`src/rtl/debounce_timer_arbiter.sv`:
```
// One delay counter shared round-robin by N_CH debouncer channels.
// A channel requests by holding timer_reset low and gets timer_done after TIMER_TICKS cycles.
module debounce_timer_arbiter #(
    parameter int N_CH        = 4,
    parameter int TIMER_TICKS = 1000000,
    localparam int CW         = $clog2(TIMER_TICKS),
    localparam int IW         = $clog2(N_CH)
) (
    input  logic            clk,
    input  logic            reset,
    input  logic [N_CH-1:0] timer_reset,
    output logic [N_CH-1:0] timer_done,
    output logic            grant_valid,
    output logic [IW-1:0]   grant_idx,
    output logic [CW-1:0]   busy_cnt
);
    typedef enum logic [1:0] {IDLE, COUNT, DONE} state_t;

    state_t          state, state_d;
    logic [IW-1:0]   rr_ptr, rr_d;
    logic [IW-1:0]   gidx, gidx_d;
    logic [CW-1:0]   cnt, cnt_d;
    logic [N_CH-1:0] done_q, done_d;

    logic            pick_found;
    logic [IW-1:0]   pick_idx;
    logic [IW-1:0]   cand;
    logic [IW-1:0]   nxt_ptr;
    logic            rel;

    // Scan from the farthest offset down so the nearest active index at/after rr_ptr wins.
    always_comb begin
        pick_found = 1'b0;
        pick_idx   = '0;
        cand       = '0;
        for (int off = N_CH - 1; off >= 0; off--) begin
            cand = IW'((int'(rr_ptr) + off) % N_CH);
            if (!timer_reset[cand]) begin
                pick_found = 1'b1;
                pick_idx   = cand;
            end
        end
    end

    assign nxt_ptr = (gidx == IW'(N_CH - 1)) ? '0 : gidx + 1'b1;
    assign rel     = timer_reset[gidx];

    always_comb begin
        state_d = state;
        rr_d    = rr_ptr;
        gidx_d  = gidx;
        cnt_d   = cnt;
        done_d  = done_q;
        case (state)
            IDLE: begin
                if (pick_found) begin
                    state_d = COUNT;
                    gidx_d  = pick_idx;
                    cnt_d   = '0;
                end
            end
            COUNT: begin
                // Abandon takes priority over terminal count: no done pulse.
                if (rel) begin
                    state_d = IDLE;
                    rr_d    = nxt_ptr;
                end else if (cnt == CW'(TIMER_TICKS - 1)) begin
                    state_d      = DONE;
                    done_d       = '0;
                    done_d[gidx] = 1'b1;
                end else begin
                    cnt_d = cnt + 1'b1;
                end
            end
            DONE: begin
                if (rel) begin
                    state_d = IDLE;
                    done_d  = '0;
                    rr_d    = nxt_ptr;
                end
            end
            default: begin
                state_d = IDLE;
                done_d  = '0;
            end
        endcase
    end

    always_ff @(posedge clk or negedge reset) begin
        if (!reset) begin
            state  <= IDLE;
            rr_ptr <= '0;
            gidx   <= '0;
            cnt    <= '0;
            done_q <= '0;
        end else begin
            state  <= state_d;
            rr_ptr <= rr_d;
            gidx   <= gidx_d;
            cnt    <= cnt_d;
            done_q <= done_d;
        end
    end

    assign timer_done  = done_q;
    assign grant_valid = (state != IDLE);
    assign grant_idx   = gidx;
    assign busy_cnt    = cnt;
endmodule

```
`config.mk`:
```
export PLATFORM = sky130hd
export DESIGN_NAME = debounce_timer_arbiter
export DESIGN_NICKNAME = d
export VERILOG_FILES = /design/src/rtl/debounce_timer_arbiter.sv
export SDC_FILE = /design/constraint.sdc
export NUM_CORES = 1
export LEC_CHECK = 0
export ABC_CLOCK_PERIOD_IN_PS = 2200
export CAP_MARGIN = 10
export CORE_ASPECT_RATIO = 0.9
export CORE_MARGIN = 2
export CORE_UTILIZATION = 40
export CTS_CLUSTER_SIZE = 10
export DETAILED_ROUTE_END_ITERATION = 10
export PLACE_DENSITY = 0.66
export SYNTH_ARGS = -nofsm -noshare
export SYNTH_HDL_FRONTEND = slang
export SYNTH_SLANG_ARGS = --single-unit
export TNS_END_PERCENT = 100
```
`constraint.sdc`:
```
create_clock -name clk -period 2.2 [get_ports clk]
set_input_delay 0.55 -clock clk [delete_from_list [all_inputs] [get_ports clk]]
set_output_delay 0.55 -clock clk [all_outputs]
set_load 0.005 [all_outputs]
```
Word level (Yosys, flattened, before mapping)

Cells that the tools add are included.

Flip-flop bits (word level): 30
Input bits: 6
Output and inout port bits: 27
Word-level logic and storage cells: 71

$add $sub $neg: 5
Mux-type cells: 34
$lt $le $gt $ge: 6
Reduce and logical (&&, ||, !) cells: 10
Bitwise gates (word level): 1
Equality and inequality tests: 10

Operators with widths:

| cell                    | number |
|---|---|
| $mux W20                | 3 |
| $pmux W20 S2            | 1 |
| $add A20 B1 Y20 const B | 1 |
| $eq A20 B20 Y1 const B  | 1 |
| $mux W2                 | 9 |
| $lt A2 B3 Y1 const B    | 5 |
| $mux W4                 | 3 |
| $pmux W4 S3             | 1 |
| $bmux W1 S2             | 5 |
| $mux W1                 | 10 |
| $ne A2 B2 Y1 const B    | 5 |
| $reduce_and A4 Y1       | 2 |
| $pmux W2 S3             | 1 |
| $add A2 B1 Y2 const B   | 2 |
| $add A2 B2 Y2 const B   | 2 |
| $eq A2 B2 Y1 const B    | 2 |
| $reduce_and A2 Y1       | 2 |
| $reduce_bool A2 Y1      | 2 |
| $ne A3 B3 Y1 const B    | 1 |
| $reduce_and A3 Y1       | 1 |
| $demux W1 S2            | 1 |
| $eq A2 B1 Y1 const B    | 1 |
| $ge A2 B1 Y1 const B    | 1 |
| $logic_not A2 Y1        | 1 |
| 3 further kinds         | 3 |

Depth between registers and ports, before layout

Gate-level depths: netlist (run 1).

Word-level depth: 9
Mapped depth: 8

Least setup slack after synthesis (run 1)

Ideal clock, no wire load.

Path kind: register -> register
From: reg cnt[0] (netlist: busy_cnt[0])
To: reg done_q[0] (netlist: timer_done[0])
Required time: 2,134 ps
Cell stages (with the launch flop): 8
Setup slack: 58 ps
Arrival time: 2,076 ps
Buffers on the path: 1
Cells stage by stage: dfrtp_1 > ha_1 > nand2_1 > or3_1 > buf_6 > or4_4 > nor4b_4 > a22o_1

Cells in the longest elaborated chain, start to end: 3

Ends and longest elaborated chain:

| item                               | line | RTL |
|---|---|---|
| from (decl)                        | 22   | `logic [CW-1:0] cnt, cnt_d;` |
| from (signal assigned)             | 100  | `cnt <= cnt_d;` |
| $eq A20 B20 Y1                     | 67   | `end else if (cnt == CW'(TIMER_TICKS - 1)) begin` |
| $ne A2 B2 Y1 (no source line)      | --   |  |
| $reduce_and A4 Y1 (no source line) | --   |  |
| to (signal assigned)               | 101  | `done_q <= done_d;` |
| to (decl)                          | 23   | `logic [N_CH-1:0] done_q, done_d;` |

No other way between the ends.
A chain may end at the register's enable or synchronous reset.

Final worst setup path (run 1)

From: in timer_reset[0]
To: reg done_q[3] (netlist: timer_done[3])

Cells in the longest elaborated chain, start to end: 4
Elaborated cells on any way between the ends: 5
Those cells by class: eq/ne (2); mux (2); reduce/logical (1)

Ends and longest elaborated chain:

| item                                 | line | RTL |
|---|---|---|
| from (decl)                          | 11   | `input logic [N_CH-1:0] timer_reset,` |
| $bmux W1 S2 *                        | 46   | `assign rel = timer_reset[gidx];` |
| $mux W1 (not written as such) *      | 46   |  |
| $ne A2 B2 Y1 (no source line)        | --   |  |
| $reduce_and A4 Y1 (no source line) * | --   |  |

Every way passes the cells marked *; elsewhere a longest branch is shown, timed or not. The select of a mux whose other input is x is not followed.

==> impl_summary.md, run 1 <==
Clock tree
TritonCTS built the clock tree. At the later pin of the worst-skew pair, clock insertion delay measures 0.29 ns. The quantity of hold-fixing buffers added after cts is 0. The H-tree generated during clock tree synthesis spans 2 levels. For this design, the sink count on the clock tree is 30.

Counting along the longest clock path gives a buffer depth of 2. The CTS buffer count is 5. Clock-pin slew was measured on the worst setup and hold paths at 0.06 ns. CTS placed an instance of sky130_fd_sc_hd__clkbuf_8 at the clock tree root.

Placed design
The number of input and output port buffers inserted is 32. The routability congestion estimate is 0.821. The HPWL after detailed placement is 3690 µm.

Synth
The sequential element share of the synthesized area is 0.405. The most used flip-flop cell after synthesis is sky130_fd_sc_hd__dfrtp_1. After technology mapping, the gate count stands at 201. The mapped netlist covers 1850 µm².

Counting flops and latches in the post-synthesis netlist gives 30. The async set or reset register ratio after synthesis is 1.00. The number of flops mapped to enable cells by yosys is 0. The number of nets in the synthesized netlist is 215. Dividing the synthesized area by the synthesized cell count gives 9.23 µm². The number of distinct library cells after synthesis is 42. During synthesis, Yosys emitted a total of 0 warnings.

Floorplanning
In this run the vertical extent of the chip is 68.6 µm. The standard cell core area is 4460 µm². The die outline area is 5200 µm². 33 I/O pins were placed.

The die outline width is 75.8 µm. After floorplanning, the core was divided into 23 placement rows. The initial utilization of the core area, before any placement, comes to 0.416.

Power and ir drop
The static leakage power is 1.21 nW. The power density over the cells is 987 nW/µm². The maximum vdd drop is 491 µV.

Layout
In the final layout, the share of cells above drive strength 1 is 0.246. The area of the multi-input gates is 1090 µm². From synthesis to final layout, the design area changed by 46.0%. Registers take 751 µm². The count of filler cells inserted in the layout is 402. The count of inserted antenna diode cells is 0. Once layout is complete, the utilization of the core stands at 0.607. After the last flow step, the layout net total stands at 294.

Hold path
The type of the tightest min-delay check is reg -> reg. The worst hold path stage count is 1.

STA
Setup repair after global routing could not meet its margin everywhere. The total count of hold-check failures in the final report is 0. For the pin with the worst max-slew slack, the measured transition is 0.399 ns. Counting I/O delays and the setup requirement, the final critical path takes 2.21 ns. The final setup violation count is 4. The smallest hold slack is 0.500 ns. The max-slew violation total from the final report came to 0. The worst slew slack as a fraction of its limit is 0.734. The share of the clock period used by the worst path after layout is 1.01. The smallest setup slack after layout is -0.0142 ns. Timing would allow up to 452 MHz. The setup skew after layout is 0.00856 ns.

Outcome
The flow ran to the end, but the final reports show violations. The final reports fail on setup timing.

GRT
The first-pass GRT wire length is 8310 µm. For this run, the total global-route usage over all layers was measured as 0.214. The number of antenna violations at the first check in global routing came to 0. The total global routing overflow is 0. The pin count of the biggest net entering global routing is 31. The via count of the first global-routing pass is 1702.

Detailed routing
After detailed routing, the total wire length is 5100 µm. The final routed DRC violation total is 0. Dividing the detail-routed wire length by the instance count gives 14.9 µm.

Before antenna repair, the detailed router went through 4 iterations. The detailed router finished its first iteration with 83 violations. The number of antenna-violating nets in the routed design is 0. The final route contains 1868 vias. The via density per instance is 5.46.

Critical path
STA classifies the critical path endpoint as a flip-flop. For the worst setup path, the data required time is 2.37 ns. The critical path is of the in -> reg type.

The highest fanout seen on the critical path is 5. The number of cells on the worst reg-to-reg path is 5. On the worst path, the slowest cell contributes a delay of 0.51 ns. The data arrival time of the worst path is 2.39 ns. On the critical path, the stage with the largest delay is an instance of sky130_fd_sc_hd__mux4_2.

STA classifies the critical path startpoint as an input pin. Walking the worst path, the cells encountered are clkdlybuf4s50_1 -> mux4_2 -> buf_4 -> o41ai_2 -> nand2_1 -> a22o_1.

Run
The max-cap violation count is 0.
## cells in the final DEF (no fill, tap or decap), types with 2 or more instances in the layout
| cell | instances |
|---|---|
| sky130_fd_sc_hd__mux2i_1 | 6 |
| sky130_fd_sc_hd__ha_1 | 7 |
| sky130_fd_sc_hd__and3_1 | 6 |
| sky130_fd_sc_hd__or2_2 | 2 |
| sky130_fd_sc_hd__buf_4 | 43 |
| sky130_fd_sc_hd__a211o_1 | 3 |
| sky130_fd_sc_hd__or4_1 | 3 |
| sky130_fd_sc_hd__nor2_1 | 8 |
| sky130_fd_sc_hd__clkbuf_1 | 2 |
| sky130_fd_sc_hd__nor3_1 | 6 |
| sky130_fd_sc_hd__nand4_1 | 6 |
| sky130_fd_sc_hd__clkdlybuf4s50_1 | 30 |
| sky130_fd_sc_hd__dlymetal6s2s_1 | 2 |
| sky130_fd_sc_hd__dfrtp_1 | 30 |
| sky130_fd_sc_hd__o211ai_1 | 3 |
| sky130_fd_sc_hd__nand2_1 | 23 |
| sky130_fd_sc_hd__a21o_1 | 3 |
| sky130_fd_sc_hd__o21ai_0 | 7 |
| sky130_fd_sc_hd__buf_6 | 3 |
| sky130_fd_sc_hd__a22o_1 | 5 |
| sky130_fd_sc_hd__a21oi_1 | 9 |
| sky130_fd_sc_hd__nand2b_1 | 8 |
| sky130_fd_sc_hd__nand3_1 | 19 |
| sky130_fd_sc_hd__o31ai_1 | 4 |
| sky130_fd_sc_hd__inv_1 | 7 |
| sky130_fd_sc_hd__or4_4 | 2 |
| sky130_fd_sc_hd__o311ai_0 | 2 |
| sky130_fd_sc_hd__clkbuf_8 | 5 |
## power breakdown
part | switching [mW] | internal, mW
combinational | 0.743 | 0.748
clock | 0.205 | 0.217
sequential | 0.0929 | 0.664
total | 1.04 | 1.63
## cell type report
type                       instances  share of cell area
multi-input combinational        157               0.403
sequential                        30               0.277
timing repair buffer              78               0.252
tap                               62              0.0287
clock buffer                       7              0.0282
inverter                           8              0.0111
## path summary, 6_finish.rpt
path	end	start	slack, ns
max reg2reg	timer_done[3]$_DFFE_PN0P_	busy_cnt[7]$_DFFE_PN0P_	0.01
min	timer_done[2]$_DFFE_PN0P_	timer_done[2]$_DFFE_PN0P_	0.50
max in group asynchronous	busy_cnt[11]$_DFFE_PN0P_	reset	1.25
min in group asynchronous	busy_cnt[16]$_DFFE_PN0P_	reset	0.64
min reg2reg	timer_done[2]$_DFFE_PN0P_	timer_done[2]$_DFFE_PN0P_	0.50
max	timer_done[3]$_DFFE_PN0P_	timer_reset[0]	-0.01
## synth_stat cells (3+ instances only)
cell type                  instances  area share
sky130_fd_sc_hd__nand2_1          24       0.049
sky130_fd_sc_hd__inv_1             8       0.016
sky130_fd_sc_hd__nor3_1            6       0.016
sky130_fd_sc_hd__and3_1            6       0.020
sky130_fd_sc_hd__ha_1              8       0.054
sky130_fd_sc_hd__nand2b_1          9       0.030
sky130_fd_sc_hd__a21o_1            3       0.012
sky130_fd_sc_hd__or4_1             3       0.012
sky130_fd_sc_hd__clkbuf_1          3      0.0061
sky130_fd_sc_hd__mux2i_1           6       0.032
sky130_fd_sc_hd__nand4_1           6       0.020
sky130_fd_sc_hd__a211o_1           3       0.014
sky130_fd_sc_hd__o21ai_0           7       0.019
sky130_fd_sc_hd__o311ai_0          3       0.014
sky130_fd_sc_hd__o211ai_1          3       0.012
sky130_fd_sc_hd__nor2_1            9       0.018
sky130_fd_sc_hd__a22o_1            5       0.024
sky130_fd_sc_hd__o31ai_1           4       0.016
sky130_fd_sc_hd__a21oi_1          10       0.027
sky130_fd_sc_hd__dfrtp_1          30        0.40
sky130_fd_sc_hd__nand3_1          20       0.054
## logic make-up (layout without fill, tap and decap cells)
| logic type | count (synthesis) | in the layout | share of synthesized area |
|---|---|---|---|
| DFF | 30 | 30 | 0.405 |
| buffers and inverters | 14 | 93 | 0.0337 |
| AOI/OAI and AO/OA | 46 | 46 | 0.177 |
| adders and majority gates | 8 | 8 | 0.0540 |
| and+or+nand+nor | 95 | 95 | 0.279 |
| muxes | 8 | 8 | 0.0506 |
## stage by stage
step           instances  power [mW]  setup slack, ns  instance area (µm²)  setup TNS (ns)
5_1_grt              342        2.87          -0.0969                 2710          -0.382
4_1_cts              340        2.58         -0.00450                 2640        -0.00450
6_report             342        2.67          -0.0142                 2710         -0.0344
3_5_place_dp         333        2.15           -0.390                 2550           -6.99
3_3_place_gp         333        2.12           -0.367                 2550           -6.26
2_1_floorplan        201        1.44           0.0578                 1850               0
## worst max-delay path: cells and delay by family
kind                   cells  cell delay (ns)
buffers and inverters      2             0.59
AO/OA/AOI/OAI              2             0.56
multiplexers               1             0.51
AND/OR/NAND/NOR            1             0.17
## what timing repair did
action                                  4_1_cts  5_1_grt
gates resized for setup                       3       15
endpoints found under the setup margin        9       20
pin swaps                                     5        6
buffers inserted                              0        2
gates cloned                                  0        0
## registers in the layout (all words and copies together), names as in the netlist
register    count
busy_cnt       20
state           2
grant_idx       2
timer_done      4
rr_ptr          2
## metal layers
metal  global-route usage  share of wire
met1                0.315           0.48
met2                0.311           0.44
met3               0.0349          0.058
met4               0.0855          0.019
met5                    0              0
Note: power is estimated with default switching activity, not from simulation.
==> run 2, diff against run 1 <==
--- a/config.mk
+++ b/config.mk
@@ -10,6 +10,7 @@
 export CORE_ASPECT_RATIO = 0.9
 export CORE_MARGIN = 2
 export CORE_UTILIZATION = 40
+export CTS_BUF_LIST = sky130_fd_sc_hd__clkbuf_4 sky130_fd_sc_hd__clkbuf_8
 export CTS_CLUSTER_SIZE = 10
 export DETAILED_ROUTE_END_ITERATION = 10
 export PLACE_DENSITY = 0.66
==> run 2 against run 1 <==
Net effect:
- the run still ends with setup timing left
- hold slack barely moved
- combinational power about the same
- cell area up 0.28%
- routed wire length grew 0.51%
- maximum frequency is 0.12% lower
- clock skew about the same
- clock power up 5.7%
- register-to-register slack about the same
- cell count stayed put
- critical path type unchanged
- critical endpoint unchanged
- highest routed layer unchanged
==> impl_summary.md, run 2 (synthesized netlist as in run 1, its figures left out) <==
Critical path
The critical path capture point type is a flip-flop. The data arrival time of the worst path is 2.39 ns (about the same). The highest fanout seen on the critical path was 5 (unchanged). The nature of the critical path startpoint is an input pin. The required time reported for the critical path endpoint came to 2.37 ns (about the same).

The signal on the critical path passes through clkdlybuf4s50_1 -> mux4_2 -> buf_4 -> o41ai_2 -> nand2_1 -> a22o_1. The critical path's largest stage delay is 0.51 ns (about the same). The type of the worst setup path is in -> reg. The slowest stage of the critical path is the sky130_fd_sc_hd__mux4_2 cell.

Detailed routing
The number of detailed-route iterations in the first pass is 4 (unchanged). The via count is 1866 (-0.11%). The via density per instance is 5.46 (-0.11%). The violation count after the first detailed-routing iteration came to 94 (+13%).

The total wire length after detailed routing came to 5120 µm (+0.51%). The final routed DRC violation total was 0 (unchanged). The number of antenna-violating nets in the routed design is 0 (unchanged). The average routed wire per standard cell is 15.0 µm (+0.51%).

Placed design
The routability congestion estimate is 0.821 (unchanged). The HPWL after detailed placement is 3690 µm (unchanged). The number of input and output port buffers inserted came to 32 (unchanged). The instance count after placement with tap cells included is 333 (unchanged).

Floorplanning
The die outline width is 75.8 µm (unchanged). The total I/O pin count came to 33 (unchanged). The standard-cell row count is 23 (unchanged).

The standard cell core area was 4460 µm² (unchanged). The initial standard-cell utilization of the core is 0.416 (unchanged). The die outline area is 5200 µm² (unchanged). The die height came to 68.6 µm (unchanged).

GRT
The number of antenna violations at the first check in global routing is 0 (unchanged). The overall routing resource usage was 0.215 (+0.000306). The pin count of the biggest net entering global routing is 31 (unchanged).

The via count of the first global-routing pass is 1701 (-0.059%). The total global routing overflow is 0 (unchanged). The first-pass GRT wire length is 8330 µm (+0.17%).

Layout
Leaving out fill and tap cells, the most frequent cells in the layout are sky130_fd_sc_hd__buf_4 (43), sky130_fd_sc_hd__dfrtp_1 (30), sky130_fd_sc_hd__clkdlybuf4s50_1 (30), sky130_fd_sc_hd__nand2_1 (23), sky130_fd_sc_hd__nand3_1 (19). The count of filler cells inserted in the layout is 402 (unchanged). The count of inserted antenna diode cells is 0 (unchanged). Leaving out fill and tap cells, the most frequent cell in the layout is sky130_fd_sc_hd__buf_4. The post-layout utilization of the core is 0.608 (+0.00168).

The number of nets in the finished design is 294 (unchanged). The flip-flop count of the largest register, all copies and words added is 20 (unchanged). Compared with the post-synthesis result, the final layout area differs by 46.4%.

The layout cell share with drive strength beyond 1 was 0.254 (+0.00714). The final cell count without fillers is 342 (unchanged).

STA
The setup skew after layout is 0.00883 ns (+0.000269 ns). Setup repair after global routing could not meet its margin everywhere. The total count of hold-check failures in the final report is 0 (unchanged). The maximum achievable frequency is 451 MHz (-0.12%).

The final critical delay including setup and external delays came to 2.22 ns (+0.00265 ns). The worst-margin pin slew is 0.398 ns (-0.00153 ns). The worst slew slack as a fraction of its limit was 0.735 (+0.00102). The final setup violation count was 4 (unchanged).

The max-slew violation total from the final report came to 0 (unchanged). The share of the clock period used by the worst path after layout came to 1.01 (+0.00120). The smallest hold slack is 0.500 ns (-0.0000690 ns). The smallest setup slack after layout was -0.0169 ns (-0.00265 ns).

Outcome
The flow ran to the end, but the final reports show violations. The checks that failed: setup timing.

Clock tree
The CTS buffer count is 5 (unchanged). The number of clock sinks seen by CTS is 30 (unchanged). The TritonCTS clock tree is done. The number of buffers on the longest clock path is 2 (unchanged).

The buffer cell driving the clock tree root is sky130_fd_sc_hd__clkbuf_8. The clock transition at the registers of the reported paths was 0.06 ns (about the same). The number of H-tree levels is 2 (unchanged). The clock latency at the later pin of the worst-skew pair is 0.29 ns (about the same).

Power and ir drop
The static leakage power came to 1.22 nW (+0.56%). The power density over the cells is 994 nW/µm² (+0.67%). The maximum vdd drop is 492 µV (+0.14%). The overall power is 2.70 mW (+0.95%).

Run
The max-cap violation count came to 0 (unchanged).

Hold path
In this run the worst hold path is classified as reg -> reg.
[run 2: layout make-up]
| cell class | instances | area (µm²) | area share |
|---|---|---|---|
| clock buffer | 7 | 83.8 | 0.0309 |
| multi-input combinational | 157 | 1090 | 0.402 |
| tap | 62 | 77.6 | 0.0286 |
| inverter | 8 | 30.0 | 0.0111 |
| sequential | 30 | 751 | 0.277 |
| timing repair buffer | 78 | 682 | 0.251 |
[run 2: worst paths after layout]
kind,from,depth (start not counted),slack [ns],endpoint
max,timer_reset[0],6,-0.02,timer_done[3]$_DFFE_PN0P_
min,timer_done[2]$_DFFE_PN0P_,1,0.50,timer_done[2]$_DFFE_PN0P_
max reg2reg,busy_cnt[7]$_DFFE_PN0P_,5,0.01,timer_done[3]$_DFFE_PN0P_
min reg2reg,timer_done[2]$_DFFE_PN0P_,1,0.50,timer_done[2]$_DFFE_PN0P_
max in group asynchronous,reset,2,1.25,busy_cnt[11]$_DFFE_PN0P_
min in group asynchronous,reset,2,0.64,busy_cnt[16]$_DFFE_PN0P_
[run 2: critical path, delay by kind of cell]
kind / cells / cell delay (ns)
multiplexers: 1 / 0.51
AO/OA/AOI/OAI: 2 / 0.55
buffers and inverters: 2 / 0.59
AND/OR/NAND/NOR: 1 / 0.18
[run 2: repair_timing]
action | 4_1_cts | 5_1_grt
endpoints found under the setup margin | 9 | 20
gates resized for setup | 3 | 15
pin swaps | 5 | 6
buffers inserted | 0 | 2
hold buffers | 0 | 0
[run 2: power by group]
part,switching (mW),internal [mW],total [mW]
combinational,0.745,0.748,1.49
sequential,0.0925,0.664,0.757
clock,0.204,0.242,0.446
[run 2: metrics by stage]
step,TNS (ns),area (µm²),setup slack [ns]
floorplan,0,1850,0.0578
global placement,-6.26,2550,-0.367
detailed placement,-6.99,2550,-0.390
CTS,-0.00447,2650,-0.00447
global route,-0.381,2710,-0.0967
finish,-0.0450,2710,-0.0169
[run 2: metal layers]
metal	global-route usage	wire length, µm	up-vias
met5	0	0	-
met4	0.0855	97	0
met3	0.0349	252	9
met2	0.311	2260	53
met1	0.316	2520	892
li1	-	-	912
==> run 3, diff against run 2 <==
--- a/config.mk
+++ b/config.mk
@@ -14,6 +14,7 @@
 export CTS_CLUSTER_SIZE = 10
 export DETAILED_ROUTE_END_ITERATION = 10
 export PLACE_DENSITY = 0.66
+export SETUP_SLACK_MARGIN = 0.5
 export SYNTH_ARGS = -nofsm -noshare
 export SYNTH_HDL_FRONTEND = slang
 export SYNTH_SLANG_ARGS = --single-unit
==> run 3 against run 2 <==
Net effect:
- largest power group unchanged
- critical path type is now reg -> reg
- the flow now finishes without violations
- sequential share of layout area down 4.8 points
- hold slack improved by 0.0012 ns
- worst setup slack better by 0.025 ns
==> impl_summary.md, run 3 (synthesized netlist as in run 1, its figures left out) <==
Outcome
The run finished with clean final reports.

Detailed routing
The violation count after the first detailed-routing iteration is 247 (+160%). The average routed wire per standard cell is 17.7 µm (+18%). The total wire length after detailed routing came to 6900 µm (+35%).

The via density per instance was 5.66 (+3.7%). The number of antenna-violating nets in the routed design is 0 (unchanged). The final routed DRC violation total is 0 (unchanged). The number of detailed-route iterations in the first pass came to 5 (+1). The via count is 2201 (+18%).

Placed design
The HPWL after detailed placement came to 3720 µm (+0.77%). The number of input and output port buffers inserted is 32 (unchanged). The post-place instance area is 2640 µm² (+3.3%). The routability congestion estimate is 0.853 (+3.9%).

Layout
The layout cell share with drive strength beyond 1 is 0.462 (+0.208). The flip-flop count of the largest register, all copies and words added is 20 (unchanged). Leaving out fill and tap cells, the most frequent cell in the layout is sky130_fd_sc_hd__buf_4.

The post-route standard cell area excluding fillers is 3300 µm² (+21%). The post-layout utilization of the core was 0.739 (+0.130). The count of filler cells inserted in the layout is 301 (-25%). The number of nets in the finished design is 340 (+16%). The count of inserted antenna diode cells was 0 (unchanged). Leaving out fill and tap cells, the most frequent cells in the layout are sky130_fd_sc_hd__buf_4 (57), sky130_fd_sc_hd__buf_6 (36), sky130_fd_sc_hd__dfrtp_1 (29), sky130_fd_sc_hd__nand2_1 (20), sky130_fd_sc_hd__nand3_1 (19). Relative to the synthesized area, the layout overhead comes to 77.7%.

Critical path
The nature of the critical path startpoint is a flip-flop. The data arrival time of the worst path is 2.42 ns (+0.03 ns). The required time reported for the critical path endpoint is 2.43 ns (+0.06 ns). The highest fanout seen on the critical path came to 6 (+1). The type of the worst setup path is reg -> reg. STA classifies the critical path endpoint as a flip-flop.

Clock tree
The clock transition at the registers of the reported paths is 0.07 ns (about the same). The CTS buffer count is 5 (unchanged). TritonCTS built the clock tree. The buffer cell driving the clock tree root is sky130_fd_sc_hd__clkbuf_8. The clock latency at the later pin of the worst-skew pair is 0.29 ns (about the same). The number of H-tree levels is 2 (unchanged).

The number of buffers on the longest clock path is 2 (unchanged). The number of clock sinks seen by CTS was 30 (unchanged).

Floorplanning
The die outline area is 5200 µm² (unchanged). The total I/O pin count is 33 (unchanged). The standard cell core area is 4460 µm² (unchanged). The initial standard-cell utilization of the core came to 0.416 (unchanged).

The die outline width came to 75.8 µm (unchanged). The die height is 68.6 µm (unchanged). The standard-cell row count is 23 (unchanged).

STA
The total count of hold-check failures in the final report is 0 (unchanged). The maximum achievable frequency came to 456 MHz (+1.1%). The final critical delay including setup and external delays is 2.19 ns (-0.0248 ns). The setup skew after layout is 0.0119 ns (+0.00302 ns).

The worst slew slack as a fraction of its limit is 0.629 (-0.106). The max-slew violation total from the final report came to 0 (unchanged). The share of the clock period used by the worst path after layout is 0.996 (-0.0113). The final setup violation count was 0 (-4). The worst-margin pin slew is 0.549 ns (+0.152 ns). Setup repair after global routing could not meet its margin everywhere.

Hold path
The path class of the tightest hold or removal check is reg -> reg.

Power and ir drop
The net switching share of the total power came to 0.396 (+0.00931). The relative contribution of sequential cells to total power is 0.224 (-0.057). The combinational fraction of design power is 0.634 (+0.080). The internal power is 2.07 mW (+25%). The power spent charging and discharging nets came to 1.36 mW (+30%). The clock network fraction of total power is 0.143 (-0.022). The static leakage power is 1.66 nW (+36%).

The power density over the cells is 1040 nW/µm² (+4.8%). The maximum vdd drop is 509 µV (+3.5%).

GRT
The via count of the first global-routing pass was 2009 (+18%). The first-pass GRT wire length was 9800 µm (+18%). The overall routing resource usage was 0.257 (+0.0425). The pin count of the biggest net entering global routing is 31 (unchanged). The number of antenna violations at the first check in global routing came to 0 (unchanged).

The total global routing overflow is 0 (unchanged).

Run
The max-cap violation count is 0 (unchanged).
## run 3: path summary, 6_finish.rpt
| check | from | to | slack (ns) | cells past startpoint |
|---|---|---|---|---|
| max | busy_cnt[10]$_DFFE_PN0P_ | busy_cnt[10]$_DFFE_PN0P_ | 0.008 | 7 |
| max reg2reg | busy_cnt[10]$_DFFE_PN0P_ | busy_cnt[10]$_DFFE_PN0P_ | 0.008 | 7 |
| min | timer_done[1]$_DFFE_PN0P_ | timer_done[1]$_DFFE_PN0P_ | 0.50 | 1 |
| max in group asynchronous | reset | grant_idx[1]$_DFFE_PN0P_ | 1.23 | 2 |
| min in group asynchronous | reset | busy_cnt[10]$_DFFE_PN0P_ | 0.65 | 2 |
| min reg2reg | timer_done[1]$_DFFE_PN0P_ | timer_done[1]$_DFFE_PN0P_ | 0.50 | 1 |
## run 3: final cells by class
cell class | instances | area (µm²) | share of cell area
Multi-Input combinational cell | 158 | 1230 | 0.373
Inverter | 8 | 32.5 | 0.00987
Tap cell | 62 | 77.6 | 0.0235
Clock buffer | 7 | 90.1 | 0.0273
Timing Repair Buffer | 123 | 1110 | 0.337
Clock inverter | 1 | 5.00 | 0.00152
Sequential cell | 30 | 752 | 0.228
## run 3: power groups by stage
| stage | combinational, mW | clock, mW | sequential [mW] |
|---|---|---|---|
| final | 2.17 | 0.490 | 0.767 |
| after global routing | 2.31 | 0.515 | 0.783 |
| after CTS | 1.82 | 0.490 | 0.759 |
| after detailed placement | 1.44 | 0 | 0.767 |
| after global placement | 1.42 | 0 | 0.765 |
| after floorplan | 0.720 | 0 | 0.817 |
## run 3: repair_timing
item	4_1_cts	5_1_grt
hold buffers	0	0
gates cloned	1	0
pin swaps	15	15
setup buffers	28	17
setup endpoints to repair	52	40
resized for setup	83	44
## run 3: worst max-delay path, stage by stage, from the launching register on
cell	delay, ns
sky130_fd_sc_hd__dfrtp_1	0.42
sky130_fd_sc_hd__nand4bb_1	0.21
sky130_fd_sc_hd__or4_4	0.48
sky130_fd_sc_hd__buf_6	0.16
sky130_fd_sc_hd__o31a_1	0.34
sky130_fd_sc_hd__buf_6	0.15
sky130_fd_sc_hd__nor2_4	0.19
sky130_fd_sc_hd__a211o_1	0.18
## run 3: stage by stage
step	hold slack (ns)	cells	setup TNS, ns	power [mW]	worst slack [ns]
floorplan	0.254	201	0	1.54	0.148
global placement	0.491	335	-4.74	2.18	-0.294
detailed placement	0.496	335	-5.92	2.21	-0.318
CTS	0.511	372	0	3.07	0.0296
global route	0.541	389	-0.210	3.61	-0.0306
finish	0.501	389	0	3.43	0.00797
## run 3: metal layers
metal | up-vias | wire length (µm) | global-route usage
li1 | 1008 | - | -
met1 | 1037 | 2910 | 0.340
met2 | 120 | 3180 | 0.391
met3 | 36 | 520 | 0.0625
met4 | 0 | 288 | 0.127
met5 | - | 0 | 0
